--- src/rtl/lq_dur_agg.sv ---
// Load-queue duration aggregator: samples load latencies, sums them per batch and
// hands the batch sums to a consumer through a valid/ready report. Optional: LQ_DUR_AGG_MAX_EN.
module lq_dur_agg #(
  parameter int DUR_W         = 10,
  parameter int SUM_W         = 24,
  parameter int BATCH         = 16,
  parameter int SAMPLE_PERIOD = 200
) (
  input  logic             clk,
  input  logic             reset,
  input  logic             en,
  output logic [7:0]       counter_out,
  output logic [DUR_W-1:0] timestamp_out,
  input  logic             dur_valid,
  input  logic [DUR_W-1:0] dur_dp,
  input  logic [DUR_W-1:0] dur_exec,
  output logic             rpt_valid,
  input  logic             rpt_ready,
  output logic [SUM_W-1:0] rpt_sum_dp,
  output logic [SUM_W-1:0] rpt_sum_exec,
  output logic [DUR_W-1:0] rpt_max_exec,
  output logic [7:0]       rpt_drops
);

  localparam int         CNT_W  = $clog2(BATCH) + 1;
  localparam logic [7:0] RELOAD = 8'(SAMPLE_PERIOD - 1);
  localparam logic       IDLE   = 1'b0;
  localparam logic       PEND   = 1'b1;

  logic [13:0]      cyc_q;
  logic [7:0]       smp_q;
  logic [SUM_W-1:0] sum_dp_q, sum_exec_q;
  logic [SUM_W-1:0] sum_dp_nxt, sum_exec_nxt;
  logic [CNT_W-1:0] cnt_q;
  logic             state_q;
  logic [7:0]       drop_q;
  logic             sample, batch_done, hs, load_rpt;

  function automatic logic [SUM_W-1:0] sat_add(input logic [SUM_W-1:0] a,
                                               input logic [DUR_W-1:0] b);
    logic [SUM_W:0] s;
    // NOTE: blocking assignment is correct here: s is a local temporary inside a function.
    s = {1'b0, a} + (SUM_W+1)'(b);
    return s[SUM_W] ? '1 : s[SUM_W-1:0];
  endfunction

  assign sample       = en && dur_valid;
  assign batch_done   = sample && (cnt_q == CNT_W'(BATCH - 1));
  assign hs           = (state_q == PEND) && rpt_ready;
  // A finished batch is published if the slot is free or is being emptied this cycle.
  assign load_rpt     = batch_done && ((state_q == IDLE) || hs);
  assign sum_dp_nxt   = sat_add(sum_dp_q, dur_dp);
  assign sum_exec_nxt = sat_add(sum_exec_q, dur_exec);

  assign counter_out   = smp_q;
  assign timestamp_out = DUR_W'(cyc_q[13:4]);
  assign rpt_valid     = (state_q == PEND);

  // NOTE: sequential state uses non-blocking assignments so every register samples pre-edge values.
  always_ff @(posedge clk or negedge reset) begin
    if (!reset) begin
      cyc_q <= '0;
      smp_q <= RELOAD;
    end else if (en) begin
      cyc_q <= cyc_q + 14'd1;
      smp_q <= (smp_q == 8'd0) ? RELOAD : smp_q - 8'd1;
    end
  end

  always_ff @(posedge clk or negedge reset) begin
    if (!reset) begin
      sum_dp_q   <= '0;
      sum_exec_q <= '0;
      cnt_q      <= '0;
    end else if (batch_done) begin
      sum_dp_q   <= '0;
      sum_exec_q <= '0;
      cnt_q      <= '0;
    end else if (sample) begin
      sum_dp_q   <= sum_dp_nxt;
      sum_exec_q <= sum_exec_nxt;
      cnt_q      <= cnt_q + CNT_W'(1);
    end
  end

  // NOTE: report registers are reset too, since they drive outputs that must read 0 in reset.
  always_ff @(posedge clk or negedge reset) begin
    if (!reset) begin
      state_q      <= IDLE;
      drop_q       <= '0;
      rpt_sum_dp   <= '0;
      rpt_sum_exec <= '0;
      rpt_drops    <= '0;
    end else if (load_rpt) begin
      state_q      <= PEND;
      drop_q       <= '0;
      rpt_sum_dp   <= sum_dp_nxt;
      rpt_sum_exec <= sum_exec_nxt;
      rpt_drops    <= drop_q;
    end else if (batch_done) begin
      drop_q <= (drop_q == 8'hff) ? drop_q : drop_q + 8'd1;
    end else if (hs) begin
      state_q <= IDLE;
      drop_q  <= '0;
    end
  end

`ifdef LQ_DUR_AGG_MAX_EN
  logic [DUR_W-1:0] max_q, max_nxt, rpt_max_q;

  assign max_nxt      = (dur_exec > max_q) ? dur_exec : max_q;
  assign rpt_max_exec = rpt_max_q;

  always_ff @(posedge clk or negedge reset) begin
    if (!reset) begin
      max_q     <= '0;
      rpt_max_q <= '0;
    end else begin
      if (batch_done)  max_q <= '0;
      else if (sample) max_q <= max_nxt;
      if (load_rpt)    rpt_max_q <= max_nxt;
    end
  end
`else
  assign rpt_max_exec = '0;
`endif

endmodule
--- config.mk ---
export PLATFORM = sky130hd
export DESIGN_NAME = lq_dur_agg
export DESIGN_NICKNAME = d
export VERILOG_FILES = /design/src/rtl/lq_dur_agg.sv
export SDC_FILE = /design/constraint.sdc
export NUM_CORES = 1
export LEC_CHECK = 0
export CAP_MARGIN = 0
export CORE_ASPECT_RATIO = 1.2
export CORE_MARGIN = 2
export CORE_UTILIZATION = 45
export DETAILED_ROUTE_END_ITERATION = 12
export GPL_ROUTABILITY_DRIVEN = 0
export PLACE_DENSITY_LB_ADDON = 0.3
export SYNTH_ARGS = -nofsm -noshare
export SYNTH_HDL_FRONTEND = slang
export SYNTH_SLANG_ARGS = --single-unit
--- constraint.sdc ---
create_clock -name clk -period 3.5 [get_ports clk]
set_input_delay 0.525 -clock clk [delete_from_list [all_inputs] [get_ports clk]]
set_output_delay 0.525 -clock clk [all_outputs]
set_load 0.05 [all_outputs]
==> results.md <==
- Crit share post-route: between 80% and 90%
- Share of layout cells above drive strength 1: ~10%
- Setup TNS: 0 ns
- Chip width: approximately 120 um
- Clock slew at reported path FFs: 0.06 ns
- PortBufs: 99
- Drt total wl: 16700 um
- CP max stage delay: 0.49 ns
- Pin count of the biggest net entering global routing: 70
- Synth cell types: 74
- Crit Path Class: in -> reg
- Crit Path Max Fanout: 12
- Max Cap Violations: 0
- Initial Utilization: 46.1%
- GRT overflow: 0
- Antenna Nets Post-Route: 0
- Worst-Margin Slew: approximately 0.78 ns
- DR DRC count: 0
- Seq/Total Area, Yosys: ~47%
- Syn Std Cell Area: 7470 um2
- Clock tree sinks: 140
- Top post-synthesis cells by area: dfrtp_1, nand2_1, ha_1
- Critical path buffer and inverter count: 1
- Share of flip-flops with an asynchronous set or reset: 100%
- Cell Pwr Density: between 800 and 900 nW/um2
- First-pass GRT wire length: 28300 um
- Routed vias/inst: 5.42
- Most frequent cell after synthesis: dfrtp_1
- Vias: 5960
- GRT Util Overall: 19.9%
- First drt pass iteration count: 5
- Initial antenna violation count: 0
- Ys Warns: 0
- Top delay family on crit path: simple AND/OR/NAND/NOR gates
- Rel. slew slack: 48.3%
- Post-route minimum period: 2.89 ns
- Row Count: 51
- Post-route total power: 0.00787 W
- Avg WL per Cell: 15.2 um
- Core ar.: ~16000 um2
- Final core occ: a little under three fifths
- Final Setup Violations: 0
- Class of the worst hold path: in -> async
- CTS Buf Count: 17
- Die area: roughly 18000 um2
- CTS Hold Bufs: 0
- Worst-skew pair later-pin latency: around 0.43 ns
- Mapped Cells: between 700 and 800
- Post-CTS Resized: 0
- Detailed Place HPWL: 11500 um
- H-tree level count: 4
- CP max stage cell: nor2_2
- Synth top cells by count: dfrtp_1, nand2_1, nor2_1
- Die height: around 150 um
- Req. time, crit path: 3.82 ns
- CTS tree: yes
- Post-synth top area share: a little under half
- Number of setup buffers added after CTS: 0
- Initial DRC Count: 368
- Cell Chain, Critical Path: clkdlybuf4s50_1, ha_1, fa_1, a21oi_1, nand4b_1, a21oi_2, o21ai_1, nor2_2, nor2_1, a311oi_1
- Post-synth EDFFs: 0
- Post-synth top flop: dfrtp_1
- Number of diodes: 0
- Max Freq: 346 MHz
- Critical Path End Type: register
- Yosys reg bits: between 100 and 150
- Final nets: ~930
- Num ports: 110
- Leading area contributor after synthesis: dfrtp_1
- Unrepaired setup endpoints after global routing: false
- Clock tree root driver cell: clkbuf_16
- Data arrival time of the worst path: between 3 and 4 ns
- Fin. Hold Viols: 0
- Maximum vdd ir drop: 538 uV
- Vias in the first global route: approximately 5.8k
- Max Buffers Root-to-Sink: 2
- Worst Skew: 0.0121 ns
- Status: complete, no violations
- Area Overhead vs Synth: 22.6%
- Leak Pwr: 3.98 nW
- Critical Path Source Type: input pin
- Slew Viols, Final: 0
- Syn avg cell area: 9.49 um2
[routing by layer]
metal  vias up  wire [um]  global-route usage (%)
li1       2930          -                       -
met3        17        881                    5.11
met5         -          0                       0
met2       152       7960                    31.0
met4         0        194                    6.03
met1      2861       7660                    27.3
[state kept, by name (all words and copies together), names as in the netlist]
| name | flops |
|---|---|
| rpt_sum_exec | 24 |
| sum_exec_q | 24 |
| rpt_drops | 8 |
| counter_out | 8 |
| drop_q | 8 |
| rpt_sum_dp | 24 |
| cyc_q | 14 |
| sum_dp_q | 24 |
| rpt_valid | 1 |
| cnt_q | 5 |
[metrics by stage]
step | cell area [um2] | worst slack (ns) | cells | hold slack [ns]
2_1_floorplan | 7500 | 0.958 | 796 | 0.229
3_3_place_gp | 8550 | 0.334 | 1068 | 0.456
3_5_place_dp | 8550 | 0.173 | 1068 | 0.456
4_1_cts | 9150 | 0.631 | 1100 | 0.129
5_1_grt | 9150 | 0.400 | 1100 | 0.161
6_report | 9150 | 0.612 | 1100 | 0.0791
[layout by cell type, fill, tap and decap left out, drive strengths merged, types with 3 or more instances in the layout]
| cell | n |
|---|---|
| xnor2 | 32 |
| dfrtp | 135 |
| or3 | 3 |
| a211oi | 5 |
| nand3 | 15 |
| ha | 26 |
| clkinv | 3 |
| a41o | 3 |
| a31oi | 28 |
| clkbuf | 20 |
| buf | 12 |
| a21oi | 56 |
| clkdlybuf4s50 | 98 |
| xor2 | 19 |
| o21ai | 70 |
| nor2 | 78 |
| a21o | 12 |
| and2 | 10 |
| nor3 | 11 |
| nand4 | 9 |
| inv | 11 |
| nor4 | 6 |
| o22a | 3 |
| o21a | 6 |
| nand2 | 122 |
| dfstp | 5 |
| conb | 10 |
| nor2b | 4 |
| a311oi | 8 |
| and3 | 20 |
| a31o | 3 |
| clkinvlp | 4 |
| o31ai | 6 |
| mux2i | 7 |
[layout make-up]
type | count | area [um2]
repair buffers | 110 | 1100
flip-flops and latches | 140 | 3510
multi-input cells | 598 | 3650
clock inverters | 12 | 135
well taps | 212 | 265
inverters | 8 | 30.0
clock buffers | 20 | 467
fillers | 1473 | 7050
[worst paths after layout]
| check | cells after the start | startpoint | slack (ns) | endpoint |
|---|---|---|---|---|
| worst max-delay path | 10 | dur_exec[0] | 0.61 | sum_exec_q[13] |
| worst min-delay path | 1 | reset | 0.08 | sum_exec_q[5] |
| worst max register to register | 8 | cnt_q[0] | 0.67 | rpt_sum_exec[14] |
| worst min register to register | 1 | cyc_q[3] | 0.47 | cyc_q[3] |
| max in group asynchronous | 2 | reset | 2.60 | sum_dp_q[6] |
| min in group clk | 1 | cyc_q[3] | 0.47 | cyc_q[3] |
[cell families (layout without fill, tap and decap cells)]
group	count (synthesis)	count (layout)	synth area share, %
adders and majority gates	28	28	4.89
AOI/OAI and AO/OA	212	212	18.0
buffers and inverters	58	150	4.66
other	1	10	0.0502
DFF	140	140	47.0
and+or+nand+nor	289	289	18.3
muxes	8	8	1.09
xor gates and xnor gates	51	51	5.98
[power by group]
group | leakage, nW | internal [W] | switching [W] | total, W
combinational | 1.90 | 0.00129 | 0.00224 | 0.00353
sequential | 1.80 | 0.00213 | 0.000384 | 0.00251
clock | 0.285 | 0.00111 | 0.000711 | 0.00182
total | 3.98 | 0.00453 | 0.00334 | 0.00787
No activity file was read; power rests on OpenSTA's default activity.
